$ cat config.mk
export PLATFORM = sky130hd
export DESIGN_NAME = lsu_trigger_ctl
export DESIGN_NICKNAME = d
export VERILOG_FILES = /design/src/rtl/lsu_trig_pkg.sv /design/src/rtl/lsu_trig_cmp.sv /design/src/rtl/lsu_trigger_ctl.sv
export SDC_FILE = /design/constraint.sdc
export NUM_CORES = 1
export LEC_CHECK = 0
export BUFFER_PORTS_ARGS = -buffer_cell sky130_fd_sc_hd__clkbuf_2
export CORE_ASPECT_RATIO = 1.2
export CORE_UTILIZATION = 55
export CTS_BUF_LIST = sky130_fd_sc_hd__clkbuf_16
export DETAILED_ROUTE_END_ITERATION = 8
export PLACE_DENSITY = 0.95
export SKIP_LAST_GASP = 1
export SLEW_MARGIN = 20
export SYNTH_ARGS = -nofsm -noshare
export SYNTH_HDL_FRONTEND = slang
export SYNTH_SLANG_ARGS = --single-unit
$ cat constraint.sdc
create_clock -name clk -period 4.9 [get_ports clk]
set_clock_uncertainty 0.1 [all_clocks]
set_input_delay 0 -clock clk [delete_from_list [all_inputs] [get_ports clk]]
set_output_delay 0 -clock clk [all_outputs]
set_load 0.02 [all_outputs]
$ cat src/rtl/lsu_trig_pkg.sv
// Shared types and store-data formatting for the LSU debug-trigger unit.
// Pure declarations: no latency, no backpressure.
package lsu_trig_pkg;

    typedef enum logic [1:0] {
        EXACT = 2'd0,
        NAPOT = 2'd1,
        GE    = 2'd2,
        LT    = 2'd3
    } lsu_trig_mode_e;

    typedef enum logic [1:0] {
        SIZE_B = 2'd0,
        SIZE_H = 2'd1,
        SIZE_W = 2'd2,
        SIZE_D = 2'd3
    } lsu_size_e;

    typedef struct packed {
        logic           en;
        logic           sel;
        logic           ld;
        logic           st;
        lsu_trig_mode_e mode;
    } lsu_trig_cfg_t;

    function automatic logic [63:0] fmt_store(input logic [63:0] d, input lsu_size_e sz);
        case (sz)
            SIZE_B:  return {56'd0, d[7:0]};
            SIZE_H:  return {48'd0, d[15:0]};
            SIZE_W:  return {32'd0, d[31:0]};
            default: return d;
        endcase
    endfunction

endpackage

$ cat src/rtl/lsu_trig_cmp.sv
// Operand select/format plus four-mode unsigned comparator for one trigger.
// Latency: combinational; no backpressure.
module lsu_trig_cmp
    import lsu_trig_pkg::*;
#(
    parameter int DATA_W = 64,
    parameter int ADDR_W = 32
) (
    input  logic              sel,
    input  logic [1:0]        mode,
    input  logic [DATA_W-1:0] tdata2,
    input  logic [ADDR_W-1:0] addr,
    input  logic [63:0]       store_data,
    input  logic [1:0]        size,
    output logic              match
);

    logic [DATA_W-1:0] operand;
    logic [DATA_W-1:0] care;
    logic              ones;

    always_comb begin
        operand = '0;
        if (sel) begin
            operand[63:0] = fmt_store(store_data, lsu_size_e'(size));
        end else begin
            operand[ADDR_W-1:0] = addr;
        end

        // NAPOT: bit k is free once every tdata2 bit below it is one; bit 0 always compared.
        care = '1;
        ones = 1'b1;
        for (int k = 1; k < DATA_W; k++) begin
            ones    = ones & tdata2[k-1];
            care[k] = ~ones;
        end

        case (lsu_trig_mode_e'(mode))
            EXACT:   match = (operand == tdata2);
            NAPOT:   match = (((operand ^ tdata2) & care) == '0);
            GE:      match = (operand >= tdata2);
            default: match = (operand < tdata2);
        endcase
    end

endmodule

$ cat src/rtl/lsu_trigger_ctl.sv
// N-trigger LSU debug matcher with pairwise chaining, hit thresholds and sticky status.
// Latency: fire registered one cycle after the DC3 access; no stalls or backpressure.
module lsu_trigger_ctl
    import lsu_trig_pkg::*;
#(
    parameter int NUM_TRIG = 4,
    parameter int DATA_W   = 64,
    parameter int ADDR_W   = 32,
    parameter int CNT_W    = 8
) (
    input  logic                         clk,
    input  logic                         rst,
    input  logic [NUM_TRIG-1:0]          trig_en,
    input  logic [NUM_TRIG-1:0]          trig_select,
    input  logic [NUM_TRIG-1:0]          trig_load,
    input  logic [NUM_TRIG-1:0]          trig_store,
    input  logic [2*NUM_TRIG-1:0]        trig_mode,
    input  logic [NUM_TRIG-1:0]          trig_chain,
    input  logic [NUM_TRIG*CNT_W-1:0]    trig_count,
    input  logic [NUM_TRIG*DATA_W-1:0]   trig_tdata2,
    input  logic [NUM_TRIG-1:0]          trig_cfg_wr,
    input  logic                         lsu_valid_dc3,
    input  logic                         lsu_dma_dc3,
    input  logic                         lsu_load_dc3,
    input  logic                         lsu_store_dc3,
    input  logic                         lsu_flush_dc3,
    input  logic [1:0]                   lsu_size_dc3,
    input  logic [ADDR_W-1:0]            lsu_addr_dc3,
    input  logic [DATA_W-1:0]            store_data_dc3,
    input  logic [NUM_TRIG-1:0]          hit_clr,
    output logic [NUM_TRIG-1:0]          lsu_trigger_match_dc4,
    output logic [NUM_TRIG-1:0]          trigger_hit_sticky
);

    localparam logic [CNT_W-1:0] CNT_ONE = CNT_W'(1);

    logic                acc;
    logic [NUM_TRIG-1:0] raw;
    logic [NUM_TRIG-1:0] evt;

    assign acc = lsu_valid_dc3 & ~lsu_dma_dc3 & ~lsu_flush_dc3;

    for (genvar i = 0; i < NUM_TRIG; i++) begin : g_trig
        lsu_trig_cfg_t    cfg;
        logic             cmp_hit;
        logic [CNT_W-1:0] thr;
        logic [CNT_W-1:0] cnt_q, cnt_d;
        logic             match_q, match_d;
        logic             sticky_q, sticky_d;

        assign cfg = '{en:   trig_en[i],
                       sel:  trig_select[i],
                       ld:   trig_load[i],
                       st:   trig_store[i],
                       mode: lsu_trig_mode_e'(trig_mode[2*i +: 2])};
        assign thr = trig_count[i*CNT_W +: CNT_W];

        lsu_trig_cmp #(.DATA_W(DATA_W), .ADDR_W(ADDR_W)) u_cmp (
            .sel        (cfg.sel),
            .mode       (cfg.mode),
            .tdata2     (trig_tdata2[i*DATA_W +: DATA_W]),
            .addr       (lsu_addr_dc3),
            .store_data (store_data_dc3[63:0]),
            .size       (lsu_size_dc3),
            .match      (cmp_hit)
        );

        assign raw[i] = acc & cfg.en & cmp_hit &
                        ((cfg.st & lsu_store_dc3) | (cfg.ld & lsu_load_dc3 & ~cfg.sel));

        always_comb begin
            cnt_d   = cnt_q;
            match_d = 1'b0;
            if (trig_cfg_wr[i]) begin
                cnt_d = '0;
            end else if (evt[i]) begin
                if (thr <= CNT_ONE) begin
                    match_d = 1'b1;
                end else if (cnt_q + CNT_ONE == thr) begin
                    match_d = 1'b1;
                    cnt_d   = '0;
                end else begin
                    cnt_d = cnt_q + CNT_ONE;
                end
            end
            sticky_d = match_d | (sticky_q & ~hit_clr[i]);
        end

        always_ff @(posedge clk) begin
            if (rst) begin
                cnt_q    <= '0;
                match_q  <= 1'b0;
                sticky_q <= 1'b0;
            end else begin
                cnt_q    <= cnt_d;
                match_q  <= match_d;
                sticky_q <= sticky_d;
            end
        end

        assign lsu_trigger_match_dc4[i] = match_q;
        assign trigger_hit_sticky[i]    = sticky_q;
    end

    for (genvar p = 0; p < NUM_TRIG / 2; p++) begin : g_pair
        localparam int E = 2 * p;
        localparam int O = 2 * p + 1;

        logic armed_q, armed_d;
        logic evt_e, evt_o;

        always_comb begin
            evt_e   = raw[E] & ~trig_chain[E] & ~trig_cfg_wr[E];
            evt_o   = raw[O] & (~trig_chain[E] | armed_q) & ~trig_cfg_wr[O];
            armed_d = armed_q;
            // Head hit re-arms even when the tail fires in the same cycle.
            if (trig_chain[E]) begin
                if (raw[E]) begin
                    armed_d = 1'b1;
                end else if (evt_o) begin
                    armed_d = 1'b0;
                end
            end
            if (trig_cfg_wr[O] | (trig_cfg_wr[E] & trig_chain[E])) begin
                armed_d = 1'b0;
            end
        end

        always_ff @(posedge clk) begin
            if (rst) begin
                armed_q <= 1'b0;
            end else begin
                armed_q <= armed_d;
            end
        end

        assign evt[E] = evt_e;
        assign evt[O] = evt_o;
    end

endmodule

; Word level (Yosys, flattened, before mapping)
; Index checks and enable logic that the tools add are counted.
[totals]
wordCells = 688
inputBits = 429
reg_bits = 42
output_inout_bits = 8
[classes]
addsub = 4
n_mux = 37
n_reduce_logical = 23
eq_ne = 18
bitwise = 580
n_lt_le_gt_ge = 12
[ops]
columns = operator, n
row1 = $and 1x1->1, 288
row2 = $not 1->1, 272
row3 = $and 64x64->64, 4
row4 = $eq 64x64->1, 4
row5 = $ge 64x64->1, 4
row6 = $logic_not 64->1, 4
row7 = $lt 64x64->1, 4
row8 = $mux 32, 8
row9 = $xor 64x64->64, 4
row10 = $pmux 64 s3, 1
row11 = $add 8x1->8 const B, 4
row12 = $eq 8x8->1, 4
row13 = $le 8x1->1 const B, 4
row14 = $mux 8, 4
row15 = $mux 1, 20
row16 = $or 1x1->1, 12
row17 = $pmux 1 s3, 4
row18 = $reduce_and 2->1, 6
row19 = $reduce_or 2->1, 6
row20 = $eq 2x1->1 const B, 5
row21 = $eq 2x2->1 const B, 5
row22 = $logic_not 2->1, 5
row23 = $reduce_bool 2->1, 2

; Logic depth before layout (Yosys ltp)
; Gate-level depths: netlist of the first run.
[depth]
depth_word = 73
depth_mapped = 17
depth_no_buf = 15

; Modules after synthesis
; A second synthesis of the first run with hierarchy kept.
[hier_totals]
cells_unflattened = 2457
area_unflattened_um2 = 16467.0
[modules_own_cells]
columns = module, cells_each, area_each_um2, seq_area_each_um2, instances
row1 = lsu_trig_cmp (g_trig[2].u_cmp ...), 513, 3313.2, 0.0, 2
row2 = lsu_trig_cmp (g_trig[0].u_cmp), 508, 3418.3, 0.0, 1
row3 = lsu_trig_cmp (g_trig[1].u_cmp), 514, 3329.4, 0.0, 1
row4 = lsu_trigger_ctl, 409, 3093.0, 840.8, 1

; Worst setup path before layout of the first run
; Ideal clock, no wire load.
[synth_path]
kind = input-to-reg
start = input port trig_select[0]
end = register g_trig[0].cnt_q[5]
slack_ns = 0.693
arrival_ns = 4.037
setup_ns = 0.070
required_ns = 4.730
cell_stages = 15
n_path_buf = 2
cell_sequence = clkbuf_1 > clkbuf_1 > mux2_2 > ha_1 > a32oi_1 > a2111oi_0 > nand4_1 > nor4b_1 > nand3_1 > or4_1 > or4_1 > nand4_2 > nand4b_4 > or4_1 > a21oi_1
[synth_between]
elab_chain_len = 10
elab_cells_between_ends = 17
classes_between = order compare: 2 / eq/ne: 1 / mux: 3 / bitwise: 9 / reduce/logical: 2
[synth_lines]
columns = item, line_no
row1 = start: declaration, lsu_trigger_ctl.sv:14  ; input logic [NUM_TRIG-1:0] trig_select,
row2 = branches (longest 6 deep; another with $lt 64x64->1), -
row3 = $and 1x1->1 *, lsu_trigger_ctl.sv:68  ; assign raw[i] = acc & cfg.en & cmp_hit &
row4 = $and 1x1->1 * (2 in a row), lsu_trigger_ctl.sv:113  ; evt_e = raw[E] & ~trig_chain[E] & ~trig_cfg_wr[E];
row5 = $reduce_and 2->1 (no source line) *, -
row6 = end signal: assignment, lsu_trigger_ctl.sv:95  ; cnt_q <= cnt_d;
row7 = end: declaration, lsu_trigger_ctl.sv:47  ; logic [CNT_W-1:0] cnt_q, cnt_d;
; Every way passes the cells marked *.
; A chain may end at the register's enable or synchronous reset.

; Worst setup path after layout of the first run
[layout_path]
start = input port lsu_size_dc3[1]
end = register g_pair[1].armed_q
[layout_between]
elab_chain_len = 13
elab_cells_between_ends = 31
classes_between = order compare: 4 / eq/ne: 4 / mux: 8 / bitwise: 10 / reduce/logical: 5
[layout_lines]
columns = item, line_no
row1 = start: declaration, lsu_trigger_ctl.sv:27  ; input logic [1:0] lsu_size_dc3,
row2 = $eq 2x2->1 (tied with other cells), lsu_trig_pkg.sv:28  ; case (sz)
row3 = $pmux 64 s3 *, lsu_trig_pkg.sv:28
row4 = branches (longest 11 deep; another with $lt 64x64->1), -
row5 = end signal: assignment, lsu_trigger_ctl.sv:133  ; armed_q <= armed_d;
row6 = end: declaration, lsu_trigger_ctl.sv:109  ; logic armed_q, armed_d;
; Marked as above.

==> out/results.ini, run 1 <==
[timing]
tightest_slew_ns = 0.963
finalSetupViolCount = 0
max_freq_ghz = 0.206
relSlewSlack = 0.349
fin_crit_sh = 0.989
drv_slew = 0
hold_violations = 0
final.min_clock_period_ns = 4.84
rsz0062_at_grt = yes
fin_ws_ns = 0.0563

[die]
start_util = 0.563
io_pins = 437
fp.dieH_um = 188
core-area_sq_mm = 0.0282
fp.dieW_um = 157
die_area_sq_mm = 0.0295
rows = 67

[cells_and_area]
drive_gt1_frac = 0.240
area.growth.synth_to_final_pct = 18.3
register_area_sq_um = 841
fin_area_sq_mm = 0.0188
final_nets = 3345
fin_util = 0.666
multiInputGateArea_sq_mm = 0.0137
n_fill_cell = 2535

[critical_path]
cp_slowest_stage_delay_ns = 0.59
cp-start-kind = primary input
critical_path.max_fanout = 13
cp.arrival_ns = 4.99
r2r_slack_ns = 1.54
rr_startpoint = g_trig[3].cnt_q[0]$_SDFFE_PP0P_
r2r-end = g_trig[3].sticky_q$_SDFF_PP0_
cp_top_family = simple AND/OR/NAND/NOR gates
path_buf_inv = 4
rr_worst_depth = 10
worst_path_max_delay_cell = dlygate4sd3_1
cp.required_ns = 5.05
end_kind = register
crit_type = primary input to register
crit_chain = clkbuf_2, buf_4, buf_4, and2_1, mux2_2, ha_1, nand4_1, nor4_1, nand4_1, nor4_2, o311ai_0, nor4_1, nand3_1, o41ai_4, nand3b_1, a311oi_1, dlygate4sd3_1

[drt]
wl_per_cell_um = 24.3
dr.pass1.iters = 7
num_vias = 20189
drtIter0Drc = 2388
vias_per_cell = 6.68
wl_mm = 73.6
ant_nets = 0
remaining_drc_errors = 0

[yosys]
synth_cell_types = 86
synth_ff_type = dfxtp_1
synth_top_area_share = 0.224
synthCells = 2211
yosysSeqAreaShare = 0.0530
synth_area_leaders = ha_1, mux2_2, inv_1
synth_top_cell_by_area = ha_1
syn_area_sq_mm = 0.0159
yosysMostFrequentCell = ha_1
synth_edf_count = 0
syn_nets = 2924
synth_common_cells = ha_1, inv_1, and2_1
ys_seq_elements = 42
syn_avg_cell_area_sq_um = 7.17
synthArstFlopShare = 0
yosysWarnings = 0

[grt]
grt_usage = 0.485
grt_max_degree = 34
grt_pass1_vias = 19673
antenna_found_initial = 18
grt-ovfl-total = 0
grt_pass1_wl_mm = 108

[hold_path]
hold_path.class = primary input to register
hold_start = trig_cfg_wr[1]
hold_path_depth = 4
whs_endpoint = g_trig[1].cnt_q[7]$_SDFFE_PP0P_

[clock_tree]
cts_tree = built
clock-root-buffer = clkbuf_16
cts_made_buffers = 5
h-tree-depth = 2
clockBufferDepth = 2
worstSkewPairLatency_ns = 0.30
clk_pin_slew_ns = 0.07
clock-sinks = 42
cts_setup_buffers = 0

[place]
io_buffers = 434
preCtsSetupSlack_ns = 0.0435
place_area_sq_mm = 0.0184
dp_hpwl_mm = 62.7
gp_congestion = 1.13

[power]
leakage_nw = 9.53
irDropWorstVdd_mv = 0.180
power.density_mw_per_mm2 = 113
p_total_mw = 2.13

[run]
maxCapViolations = 0

[outcome]
status = complete, no violations

cell families after synthesis:
logic type / share of synthesized area
simple gates: 0.313
compound gates: 0.212
mux: 0.0919
flops: 0.0530
xor+xnor: 0.0227
fa+ha+maj: 0.224
buf+inv: 0.0832
per-layer routing:
| metal | track usage | wire (um) | vias to the layer above |
|---|---|---|---|
| met1 | 0.543 | 26600 | 9257 |
| met3 | 0.105 | 7690 | 409 |
| met4 | 0.418 | 7430 | 10 |
| met5 | 0.00510 | 62 | - |
| li1 | - | - | 9106 |
| met2 | 0.775 | 31800 | 1407 |
sequential cells by signal, indices dropped and copies added (netlist names):
register         cells
g_pair.armed_q       2
g_trig.sticky_q      4
g_trig.cnt_q        32
g_trig.match_q       4
through the flow:
step	instances	hold slack, ns	TNS (ns)
3_5_place_dp	2991	0.118	0
6_report	3024	0.113	0
5_1_grt	3019	0.167	-0.0329
2_1_floorplan	2211	-0.0279	0
3_3_place_gp	2991	0.117	0
4_1_cts	3012	0.0682	0
layout make-up:
type	count	share of cell area
Antenna cell	12	0.00160
Clock buffer	5	0.00667
Clock inverter	3	0.00127
Inverter	277	0.0554
Multi-Input combinational cell	1834	0.732
Sequential cell	42	0.0448
Tap cell	379	0.0253
Timing Repair Buffer	472	0.133
worst register-to-register path, delay by kind of cell, from the launching register on:
kind	cells	cell delay (ns)
AO/OA/AOI/OAI	4	0.55
adder cells (fa/ha/maj)	1	0.46
buffers and inverters	1	0.54
flip-flops	1	0.45
AND/OR/NAND/NOR	4	1.22
worst max-delay path by stage:
stage / from / end / slack [ns] / cells after the start
global placement: lsu_size_dc3[1] / g_trig[3].cnt_q[3]$_SDFFE_PP0P_ / 0.21 / 17
global route: lsu_size_dc3[1] / g_pair[1].armed_q$_SDFFE_PP0P_ / -0.03 / 20
floorplan: trig_select[0] / g_trig[0].cnt_q[5]$_SDFFE_PP0P_ / 0.69 / 15
CTS: lsu_size_dc3[1] / g_pair[1].armed_q$_SDFFE_PP0P_ / 0.06 / 18
finish: lsu_size_dc3[1] / g_pair[1].armed_q$_SDFFE_PP0P_ / 0.06 / 17
detailed placement: lsu_size_dc3[1] / g_trig[3].cnt_q[4]$_SDFFE_PP0P_ / 0.04 / 17
report_power, final:
group	internal [mW]	total, mW	leakage, nW	switching (mW)
clock	0.191	0.346	0.0665	0.156
sequential	0.341	0.341	0.338	0.0000748
combinational	0.580	1.44	9.12	0.858
layout by cell type, fill, tap and decap left out, types with 16 or more instances in the layout:
| master | count |
|---|---|
| mux2_2 | 124 |
| dfxtp_1 | 42 |
| buf_4 | 25 |
| xnor2_1 | 21 |
| nor3_1 | 72 |
| or3_1 | 17 |
| nand3_1 | 78 |
| nor4_1 | 45 |
| nand2_1 | 119 |
| a211oi_1 | 19 |
| ha_1 | 284 |
| o21ai_0 | 79 |
| nor2b_1 | 18 |
| nand4_1 | 87 |
| clkbuf_2 | 434 |
| nor2_1 | 118 |
| xor2_1 | 20 |
| and4_1 | 25 |
| a21o_1 | 24 |
| nand2b_1 | 16 |
| a31oi_1 | 46 |
| and2_1 | 156 |
| a21oi_1 | 148 |
| o22ai_1 | 28 |
| o211ai_1 | 16 |
| inv_1 | 277 |
| or4_1 | 16 |
| and3_1 | 35 |
timing repair:
action / 4_1_cts / 5_1_grt
endpoints found under the hold margin: 9 / 0
hold buffers: 13 / 0
resized for setup: 0 / 10
endpoints found under the setup margin: 0 / 10
(Power assumes the default switching activity.)
==> run 2: changes to the inputs <==
--- a/config.mk
+++ b/config.mk
@@ -5,6 +5,7 @@
 export SDC_FILE = /design/constraint.sdc
 export NUM_CORES = 1
 export LEC_CHECK = 0
+export ABC_AREA = 1
 export BUFFER_PORTS_ARGS = -buffer_cell sky130_fd_sc_hd__clkbuf_2
 export CORE_ASPECT_RATIO = 1.2
 export CORE_UTILIZATION = 55
==> run 2 against run 1 <==
Against the previous run: clock power rose by 9.5%; critical path type unchanged; highest routed layer unchanged; utilization rose by 6.0 points; critical endpoint is now g_trig[3].cnt_q[2]$_SDFFE_PP0P_; register-to-register slack improved by 0.47 ns; the flow now finishes with violations (negative setup slack); total power fell by 2.1%.
==> out/results.ini, run 2 <==
[timing]
final.min_clock_period_ns = 5.11  ; +0.267 ns
relSlewSlack = 0.286  ; -0.0628
drv_slew = 0  ; unchanged
rsz0062_at_grt = yes
hold_violations = 0  ; unchanged
fin_ws_ns = -0.210  ; -0.267 ns
fin_crit_sh = 1.04  ; +0.0544
tightest_slew_ns = 1.06  ; +0.0991 ns
finalSetupTns_ns = -2.76  ; -2.76 ns
max_freq_ghz = 0.196  ; -5.2%
finalSetupViolCount = 31  ; +31

[grt]
grt_pass1_wl_mm = 89.5  ; -17%
grt-ovfl-total = 0  ; unchanged
antenna_found_initial = 12  ; -6
grt_usage = 0.385  ; -0.100
grt_pass1_vias = 19269  ; -2.1%
grt_max_degree = 57  ; +68%

[clock_tree]
clockBufferDepth = 2  ; unchanged
clk_pin_slew_ns = 0.06  ; about the same
worstSkewPairLatency_ns = 0.29  ; about the same
cts_tree = built
cts_made_buffers = 5  ; unchanged
clock-sinks = 42  ; unchanged
clock-root-buffer = clkbuf_16
h-tree-depth = 2  ; unchanged

[critical_path]
cp-start-kind = primary input
cp.required_ns = 5.02  ; -0.03 ns
crit_path_start = trig_tdata2[193]
worst_path_max_delay_cell = nor2_4
r2r-end = g_trig[0].sticky_q$_SDFF_PP0_
crit_top_cell = nor2_4
rr_startpoint = g_trig[0].cnt_q[0]$_SDFFE_PP0P_
critical_path.max_fanout = 7  ; -6
end_kind = register
crit_type = primary input to register
cp.arrival_ns = 5.23  ; +0.24 ns
r2r_slack_ns = 2.01  ; +0.47 ns
endpoint = g_trig[3].cnt_q[2]$_SDFFE_PP0P_
rr_worst_depth = 11  ; +1
cp_slowest_stage_delay_ns = 0.20  ; -0.39 ns

[drt]
vias_per_cell = 5.71  ; -14%
dr.pass1.iters = 6  ; -1
drtIter0Drc = 1607  ; -33%
wl_mm = 59.3  ; -19%
wl_per_cell_um = 16.8  ; -31%
num_vias = 20180  ; -0.045%
remaining_drc_errors = 0  ; unchanged
ant_nets = 0  ; unchanged

[cells_and_area]
area.growth.synth_to_final_pct = 29.9
n_fill_cell = 2224  ; -12%
final_nets = 3859  ; +15%
final_cell_mix = nand2_1, inv_1, clkbuf_2, nor2_1, ha_1
fin_area_sq_mm = 0.0202  ; +7.7%
top_regs = g_trig.cnt_q (32), g_trig.match_q (4), g_trig.sticky_q (4)
drive_gt1_frac = 0.267  ; +0.0272
final_common_cell = nand2_1
regMostFlops = g_trig.cnt_q
multiInputGateArea_sq_mm = 0.0132  ; -3.9%
largest_reg_flops = 32  ; unchanged
register_area_sq_um = 841  ; unchanged

[yosys]
yosysMostFrequentCell = nand2_1
synth_edf_count = 0  ; unchanged
yosysSeqAreaShare = 0.0541  ; +0.00102
synth_area_leaders = ha_1, nand2_1, inv_1
synth_ff_type = dfxtp_1
synth_top_area_share = 0.228  ; +0.00431
synth_common_cells = nand2_1, inv_1, nor2_1
syn_area_sq_mm = 0.0156  ; -1.9%
syn_avg_cell_area_sq_um = 6.06  ; -15%
yosysWarnings = 0  ; unchanged
synth_cell_types = 56  ; -35%
ys_seq_elements = 42  ; unchanged
synthArstFlopShare = 0  ; unchanged
synthCells = 2565  ; +16%
syn_nets = 3278  ; +12%
synth_top_cell_by_area = ha_1

[hold_path]
hold_path.class = primary input to register

[die]
rows = 67  ; unchanged
io_pins = 437  ; unchanged
fp.dieW_um = 156  ; -0.94%
die_area_sq_mm = 0.0290  ; -1.9%
core-area_sq_mm = 0.0278  ; -1.2%
start_util = 0.559  ; -0.00396
fp.dieH_um = 186  ; -0.94%

[place]
dp_hpwl_mm = 49.9  ; -20%
place_area_sq_mm = 0.0191  ; +3.9%
gp_congestion = 1.01  ; -10%
io_buffers = 434  ; unchanged

[power]
leakage_nw = 11.3  ; +19%
power.density_mw_per_mm2 = 103  ; -9.1%
irDropWorstVdd_mv = 0.294  ; +63%

[outcome]
violations = negative setup slack
status = finished with violations

[run]
maxCapViolations = 0  ; unchanged

==> run 2: cell types whose count changed after synthesis, sizes merged, moves of 27 or more <==
cell	previous run	this run
a31oi	46	2
and2	156	0
and3	39	1
inv	277	464
mux2	124	0
nand2	119	546
nand4	91	151
nor2	118	375
nor3	72	30
nor4	50	21
o21ai	80	176
o21bai	9	36
==> run 2: final cells by class <==
cell class | count | area share
inverter | 466 | 0.0873
clock buffer | 5 | 0.00619
antenna | 9 | 0.00111
timing repair buffer | 627 | 0.185
sequential | 42 | 0.0416
clock inverter | 3 | 0.00204
multi-input combinational | 2004 | 0.653
tap | 379 | 0.0235
==> run 2: worst min-delay path by stage <==
stage | from | to | depth (start not counted)
6_report | trig_en[0] | g_pair[0].armed_q$_SDFFE_PP0P_ | 5
3_3_place_gp | hit_clr[3] | g_trig[3].sticky_q$_SDFF_PP0_ | 2
5_1_grt | trig_en[0] | g_pair[0].armed_q$_SDFFE_PP0P_ | 5
4_1_cts | trig_en[0] | g_pair[0].armed_q$_SDFFE_PP0P_ | 5
3_5_place_dp | hit_clr[3] | g_trig[3].sticky_q$_SDFF_PP0_ | 2
2_1_floorplan | rst | g_trig[1].sticky_q$_SDFF_PP0_ | 1
==> run 2: cell families after synthesis <==
logic type	synth area share
flops	0.0541
xor+xnor	0.0231
compound gates	0.173
fa+ha+maj	0.228
buf+inv	0.128
simple gates	0.393
==> run 2: metrics by stage <==
step | power [mW] | util | hold slack [ns] | setup slack, ns | cells
finish | 2.08 | 0.726 | 0.0337 | -0.210 | 3535
global route | 2.24 | 0.726 | 0.0805 | -0.560 | 3532
CTS | 2.02 | 0.703 | 0.0148 | 0.00473 | 3502
detailed placement | 1.62 | 0.688 | 0.111 | -0.533 | 3479
global placement | 1.57 | 0.688 | 0.105 | -0.324 | 3479
floorplan | 1.08 | - | -0.0309 | 0.462 | 2565
==> run 2: repair_timing <==
action,4_1_cts,5_1_grt
buffers inserted,2,24
pin swaps,5,67
hold endpoints to repair,11,0
endpoints found under the setup margin,37,42
hold buffers,11,0
cloned,2,0
gates resized for setup,29,105
==> run 2: report_power, final <==
part / switching [mW] / internal [mW]
Clock: 0.140 / 0.239
Sequential: 0.0000618 / 0.341
Combinational: 0.813 / 0.547
==> run 2: routing by layer <==
layer / share of wire / vias to the layer above / global-route usage
li1: - / 9726 / -
met1: 0.36 / 9056 / 0.402
met2: 0.48 / 1081 / 0.703
met3: 0.086 / 309 / 0.0693
met4: 0.075 / 8 / 0.266
met5: 0.00089 / - / 0
==> run 2: worst max-delay path, delay by kind of cell <==
kind | cells | cell delay [ns]
compound gates | 2 | 0.31
buf+inv | 3 | 0.34
simple gates | 36 | 4.54
